### src/rtl/usr_pkg.sv
// ============================================================================
// Module  : usr_pkg
// Brief   : Shared op codes, sequencer states and widths for the universal
//           shift register and its command sequencer.
// Revision: 1.0 - initial release
// ============================================================================
`default_nettype none

package usr_pkg;

  localparam int USR_REG_W = 6;
  localparam int USR_LEN_W = 6;

  typedef enum logic [2:0] {
    OP_HOLD   = 3'b000,
    OP_SHL    = 3'b001,
    OP_SHR    = 3'b010,
    OP_CLR    = 3'b011,
    OP_PRESET = 3'b100,
    OP_UP     = 3'b101,
    OP_DOWN   = 3'b110,
    OP_LOAD   = 3'b111
  } usr_op_t;

  typedef enum logic [0:0] {
    ST_IDLE = 1'b0,
    ST_RUN  = 1'b1
  } usr_seq_state_t;

  // Ops whose repeat count is meaningless: repeating them changes nothing.
  function automatic logic usr_is_single_shot(input usr_op_t op);
    return (op == OP_CLR) || (op == OP_PRESET) || (op == OP_LOAD);
  endfunction

endpackage

`default_nettype wire

### src/rtl/usr_sequencer.sv
// ============================================================================
// Module  : usr_sequencer
// Brief   : Valid/ready command sequencer driving A/D/RSI/LSI of the 6-bit
//           universal shift register for a programmed number of cycles.
//           Optional macro USR_SEQ_SAT_EN stops Up/Down at the count limits.
// Revision: 1.0 - initial release
// ============================================================================
`default_nettype none

module usr_sequencer
  import usr_pkg::*;
#(
  parameter int REG_W = USR_REG_W,
  parameter int LEN_W = USR_LEN_W
) (
  input  logic             Clk,
  input  logic             reset,
  input  logic             cmd_valid,
  output logic             cmd_ready,
  input  logic [2:0]       cmd_op,
  input  logic [LEN_W-1:0] cmd_len,
  input  logic [REG_W-1:0] cmd_data,
  input  logic             cmd_fill,
  input  logic [REG_W-1:0] q_in,
  output logic [2:0]       A,
  output logic [REG_W-1:0] D,
  output logic             RSI,
  output logic             LSI,
  output logic             busy,
  output logic             done,
  output logic             sat
);

  usr_seq_state_t   r_state;
  usr_seq_state_t   w_state_nxt;
  usr_op_t          r_op;
  usr_op_t          w_op;
  logic [LEN_W-1:0] r_remain;
  logic [REG_W-1:0] r_d;
  logic             r_rsi;
  logic             r_lsi;
  logic             r_done;
  logic             r_sat;
  logic             w_last;
  logic             w_accept;
  logic             w_sat_hit;

  assign w_op = usr_op_t'(cmd_op);

`ifdef USR_SEQ_SAT_EN
  assign w_sat_hit = (r_state == ST_RUN) &&
                     (((r_op == OP_UP)   && (&q_in)) ||
                      ((r_op == OP_DOWN) && ~(|q_in)));
`else
  logic w_unused_q;
  assign w_unused_q = ^q_in;
  assign w_sat_hit  = 1'b0;
`endif

  always_ff @(posedge Clk or negedge reset) begin
    if (!reset) begin
      r_state <= ST_IDLE;
    end else begin
      r_state <= w_state_nxt;
    end
  end

  always_comb begin
    w_state_nxt = r_state;
    w_last      = 1'b0;
    cmd_ready   = 1'b0;
    w_accept    = 1'b0;
    case (r_state)
      ST_IDLE: cmd_ready = 1'b1;
      ST_RUN: begin
        w_last    = (r_remain == '0) || w_sat_hit;
        cmd_ready = w_last;
      end
      default: ;
    endcase
    w_accept = cmd_valid && cmd_ready;
    // A command taken in the last cycle chains straight into the next RUN.
    if (w_accept) begin
      w_state_nxt = ST_RUN;
    end else if (w_last) begin
      w_state_nxt = ST_IDLE;
    end
  end

  always_ff @(posedge Clk or negedge reset) begin
    if (!reset) begin
      r_op     <= OP_HOLD;
      r_remain <= '0;
      r_d      <= '0;
      r_rsi    <= 1'b0;
      r_lsi    <= 1'b0;
      r_done   <= 1'b0;
      r_sat    <= 1'b0;
    end else begin
      r_done <= w_last;
      r_sat  <= w_last && w_sat_hit;
      if (w_accept) begin
        r_op     <= w_op;
        r_d      <= (w_op == OP_LOAD) ? cmd_data : '0;
        r_rsi    <= (w_op == OP_SHL) && cmd_fill;
        r_lsi    <= (w_op == OP_SHR) && cmd_fill;
        r_remain <= usr_is_single_shot(w_op) ? '0 : cmd_len;
      end else if (w_last) begin
        r_op     <= OP_HOLD;
        r_d      <= '0;
        r_rsi    <= 1'b0;
        r_lsi    <= 1'b0;
        r_remain <= '0;
      end else if (r_state == ST_RUN) begin
        r_remain <= r_remain - LEN_W'(1);
      end
    end
  end

  // The saturation gate bypasses the register so the limit value is never passed.
  assign A    = w_sat_hit ? OP_HOLD : r_op;
  assign D    = r_d;
  assign RSI  = r_rsi;
  assign LSI  = r_lsi;
  assign busy = (r_state == ST_RUN);
  assign done = r_done;
  assign sat  = r_sat;

endmodule

`default_nettype wire
### config.mk
export PLATFORM = sky130hd
export DESIGN_NAME = usr_sequencer
export DESIGN_NICKNAME = d
export VERILOG_FILES = /design/src/rtl/usr_pkg.sv /design/src/rtl/usr_sequencer.sv
export SDC_FILE = /design/constraint.sdc
export NUM_CORES = 1
export LEC_CHECK = 0
export ABC_AREA = 1
export CELL_PAD_IN_SITES_DETAIL_PLACEMENT = 0
export CELL_PAD_IN_SITES_GLOBAL_PLACEMENT = 1
export CORE_UTILIZATION = 26
export CTS_CLUSTER_DIAMETER = 120
export DETAILED_ROUTE_END_ITERATION = 16
export GPL_ROUTABILITY_DRIVEN = 0
export HOLD_SLACK_MARGIN = 0.1
export PLACE_DENSITY_LB_ADDON = 0.1
export RECOVER_POWER = 50
export SETUP_SLACK_MARGIN = 0.4
export SYNTH_ARGS = -nofsm -noshare
export SYNTH_HDL_FRONTEND = slang
export SYNTH_SLANG_ARGS = --single-unit
export TNS_END_PERCENT = 50
### constraint.sdc
create_clock -name Clk -period 1.44 [get_ports Clk]
set_input_delay 0.144 -clock Clk [delete_from_list [all_inputs] [get_ports Clk]]
set_output_delay 0.144 -clock Clk [all_outputs]
set_load 0.01 [all_outputs]
Word level (Yosys, flattened, before mapping)
Index checks and enable logic that the tools add are counted.

$add $sub $neg: 1. $mul: 0. Divide/modulo/power cells: 0. $lt $le $gt $ge: 0. Equality and inequality tests: 5. Shifts and indexed selects: 0. Muxes and demuxes: 15. Bitwise logic cells: 1. Reductions and logical operators: 8.

Operators with widths (number): $mux 6 (7); $eq 3x2->1 const B (2); $eq 3x3->1 const B (2); $logic_not 6->1 (1); $mux 3 (2); $sub 6x1->6 const B (1); $mux 1 (5); $eq 3x1->1 const B (1); $logic_and 1x1->1 (3); $reduce_bool 3->1 (1); $logic_or 1x1->1 (2); $pmux 1 s2 (1); $reduce_bool 2->1 (1); $not 1->1 (1).

Bits in registers: 19. Latch bits: 0. Bits in writable memories: 0. ROM bits: 0. Input bits: 25. Output and inout port bits: 15. Logic and storage cells: 37. Memories kept: 0.

Logic depth before layout (Yosys ltp)
Depth in word-level cells: 5. Gate-level depth with buffers: 9. Depth with buffers taken out: 8.

Least setup slack after synthesis
Ideal clock, no wire load.

Kind: register -> register. From: reg r_remain[0]. To: reg r_op[2] (netlist: A[2]). Library setup time: 0.121 ns. Data arrival time: 1.265 ns. Required time: 1.319 ns. Path slack: 0.054 ns. Cell stages (with the launch flop): 9. Path buffers: 1. Period minus slack after synthesis: 1.386 ns. Cells stage by stage: dfrtp_1 > inv_1 > ha_1 > nand3_2 > nand2_4 > nand2_2 > buf_2 > nand2_1 > o21ai_1.

Cells in the longest elaborated chain, start to end: 4. Elaborated cells between the ends (all ways): 6. Those cells by class: mux: 3; reduce/logical: 3.

Ends and longest elaborated chain: start, declared (RTL line usr_sequencer.sv:38) `logic [LEN_W-1:0] r_remain;`; start signal, assigned (RTL line usr_sequencer.sv:107) `r_remain <= usr_is_single_shot(w_op) ? '0 : cmd_len;`; start signal, assigned (RTL line usr_sequencer.sv:115) `r_remain <= r_remain - LEN_W'(1);`; $logic_not 6->1 * (RTL line usr_sequencer.sv:76) `w_last = (r_remain == '0) || w_sat_hit;`; $pmux 1 s2 * (RTL line usr_sequencer.sv:73) `case (r_state)`; net cmd_ready (RTL line usr_sequencer.sv:19) `output logic cmd_ready,`; $logic_and 1x1->1 * (RTL line usr_sequencer.sv:81) `w_accept = cmd_valid && cmd_ready;`; $mux 3 / $reduce_bool 2->1 (equally long branches); end signal, assigned (RTL line usr_sequencer.sv:103) `r_op <= w_op;`; end, declared (RTL line usr_sequencer.sv:36) `usr_op_t r_op;`.

Mark *: on every way through the listed nets, which the timed path passes. The rest lies on a longest branch. A chain may end at the register's enable or synchronous reset.

Worst setup path after layout
From: reg r_op[1] (netlist: A[1]). To: out A[1].

RTL lines: end, declared (RTL line usr_sequencer.sv:25) `output logic [2:0] A,`.

No word-level cell between the ends.

==> summary.md <==
| Metric | Value |
|---|---|
| Die height | `between 60 and 70 µm` |
| Data arrival time of the critical path | `roughly 1200 ps` |
| Die area | `between 4000 and 5000 µm²` |
| DIE WIDTH | `roughly 64 µm` |
| Place WS | `-5.40 ps` |
| Clock Path Buffers | `2` |
| CORE AREA | `approximately 3700 µm²` |
| H-tree Lvls | `1` |
| Synth Instances | `130` |
| Avg WL per Cell | `about 11 µm` |
| Setup violations, final | `0` |
| PortBufs | `32` |
| Post-synthesis compound-gate area fraction | `0.0853` |
| DP Cell Count | `between 200 and 250` |
| Crit Path Class | `reg2out` |
| Finished Layout Cells | `237` |
| Mapped Nets | `156` |
| Final worst setup slack | `between 60 and 70 ps` |
| Synth Area in Adders | `0.0125` |
| CP max FO | `2` |
| Leading area contributor after synthesis | `dfrtp_1` |
| Num Clock Sinks | `19` |
| HPWL Detailed | `roughly 2.0 mm` |
| Avg Cell Area, Syn | `about 7.7 µm²` |
| Cell family with most CP delay | `buffers and inverters` |
| Top area cells in the synthesized netlist | `dfrtp_1 48%, nand2_1 16%, nand3_1 6.5%, inv_1 4.9%, o21ai_1 4.5%` |
| P_leak | `~0.81 nW` |
| Utilization after layout | `0.469` |
| Filler cells | `between 300 and 400` |
| Clock transition at path regs | `70 ps` |
| Count of pins over their slew limit | `0` |
| Synthesis-to-finish area growth | `72.0%` |
| Initial antenna violation count | `0` |
| Detail Route Antenna Nets | `0` |
| Root Driver | `clkbuf_8` |
| Share of the synthesized area in the top cell type | `0.477` |
| Row cnt | `22` |
| CP Cell Sequence | `dlygate4sd3_1` |
| CTS tree | `yes` |
| CP max stage cell | `dlygate4sd3_1` |
| Bufs and invs on worst path | `1` |
| Nets@finish | `216` |
| Combinational family with the most area after synthesis | `simple AND/OR/NAND/NOR gates` |
| Hold Path Class | `in2async` |
| GRT Overall Usage | `0.146` |
| CTS Buf Count | `3` |
| IO Pins | `40` |
| Worst-Skew Late Latency | `roughly 250 ps` |
| Setup crit end kind | `output port` |
| Mapped Area | `around 1000 µm²` |
| Clk_skew | `1.46 ps` |
| Synth Area in XOR/XNOR | `0` |
| Maximum number of pins on one net before global-route repair | `20` |
| Vias per cell | `around 4.3` |
| Hold buffers post-CTS | `0` |
| Max-Cap Viols | `0` |
| Total grt overflow | `0` |
| TritonRoute pass-1 iters | `4` |
| DRC | `0` |
| Most common cell after layout, fill and taps aside | `nand2_1` |
| Most frequent cells in the layout | `41 x nand2_1, 26 x clkdlybuf4s50_1, 21 x buf_4` |
| Post-layout min period | `1370 ps` |
| Starting Density | `0.272` |
| First-pass GRT wire length | `around 4.6 mm` |
| PwrDens | `~1800 nW/µm²` |
| YS warnings | `0` |
| Max Clock Freq | `around 730 MHz` |
| Fin. Hold Viols | `0` |
| Yosys reg bits | `19` |
| Slowest stage delay, CP | `600 ps` |
| Vias | `roughly 1,000` |
| Worst VDD drop | `a little over 0.0005 V` |
| DR iter-0 viols | `22` |
| Period Utilization, post-route | `0.954` |
| Count of unique library cells instantiated by Yosys | `23` |
| Proportion of synthesized area in mux cells | `0` |
| Post-synthesis simple-gate area fraction | `0.345` |
| Register area share after synthesis | `0.477` |
| Vias in the first global route | `1,047` |
| Fraction of final layout cells sized beyond drive strength 1 | `0.286` |
| Total power | `3.11 mW` |
| Status | `complete, no violations` |
| Worst Hold Slack | `approximately 370 ps` |
| Crit path required time | `about 1300 ps` |
| RSZ-0062 raised after global routing | `yes` |
| Routed WL | `roughly 2.7 mm` |
| Critical Path Start Type | `flip-flop` |
| Antenna diodes | `0` |
## cell families (layout without fill, tap and decap cells)
kind of cell,Yosys count,in the layout
DFF,19,19
and+or+nand+nor,76,76
other,1,1
AOI/OAI and AO/OA,16,16
adders and majority gates,1,1
buffers and inverters,17,76
## sequential cells by signal (all words and copies together) (netlist names)
name / cells
A: 3
busy: 1
done: 1
RSI: 1
r_remain: 6
D: 6
LSI: 1
## metal layers
layer | GRT usage | part of all wire
met1 | 0.167 | 0.44
met2 | 0.271 | 0.52
met3 | 0.0214 | 0.031
met4 | 0.0511 | 0.0075
met5 | 0 | 0
## metrics by stage
step	setup TNS (ps)	cell area (µm²)
floorplan	0	1040
global placement	0	1520
detailed placement	-5.40	1520
CTS	0	1670
global route	0	1720
finish	0	1720
## repair_timing
item,4_1_cts,5_1_grt
endpoints found under the setup margin,33,33
resized for setup,23,10
buffers inserted,7,2
pin swaps,2,5
## final cells by class
class,count,area (µm²),area share
Inverter,14,55.1,0.0321
Sequential cell,19,477,0.278
Multi-Input combinational cell,94,552,0.322
Clock buffer,4,45.0,0.0263
Timing Repair Buffer,58,527,0.307
Tap cell,48,60.1,0.0350
## synth_stat cells (all sizes together)
cell	instances
conb	1
nand4	4
buf	3
ha	1
inv	14
nand2	46
dfrtp	19
o21ai	11
a21o	1
nor2	11
a21oi	3
nand3b	1
nand3	14
a21boi	1
## final timing paths
kind	startpoint	end	slack, ps	cells after the start
max in group asynchronous	reset	busy	710	2
min in group Clk	cmd_data[1]	D[1]	440	3
min reg2reg	A[0]	A[0]	480	2
max reg2reg	r_remain[0]	r_remain[1]	110	8
min	reset	LSI	370	2
max	A[1]	A[1]	70	1
## power breakdown
| part | switching, mW | internal [mW] |
|---|---|---|
| Clock | 0.179 | 0.197 |
| Combinational | 0.924 | 0.967 |
| Sequential | 0.121 | 0.719 |
No activity file was read; power rests on OpenSTA's default activity.
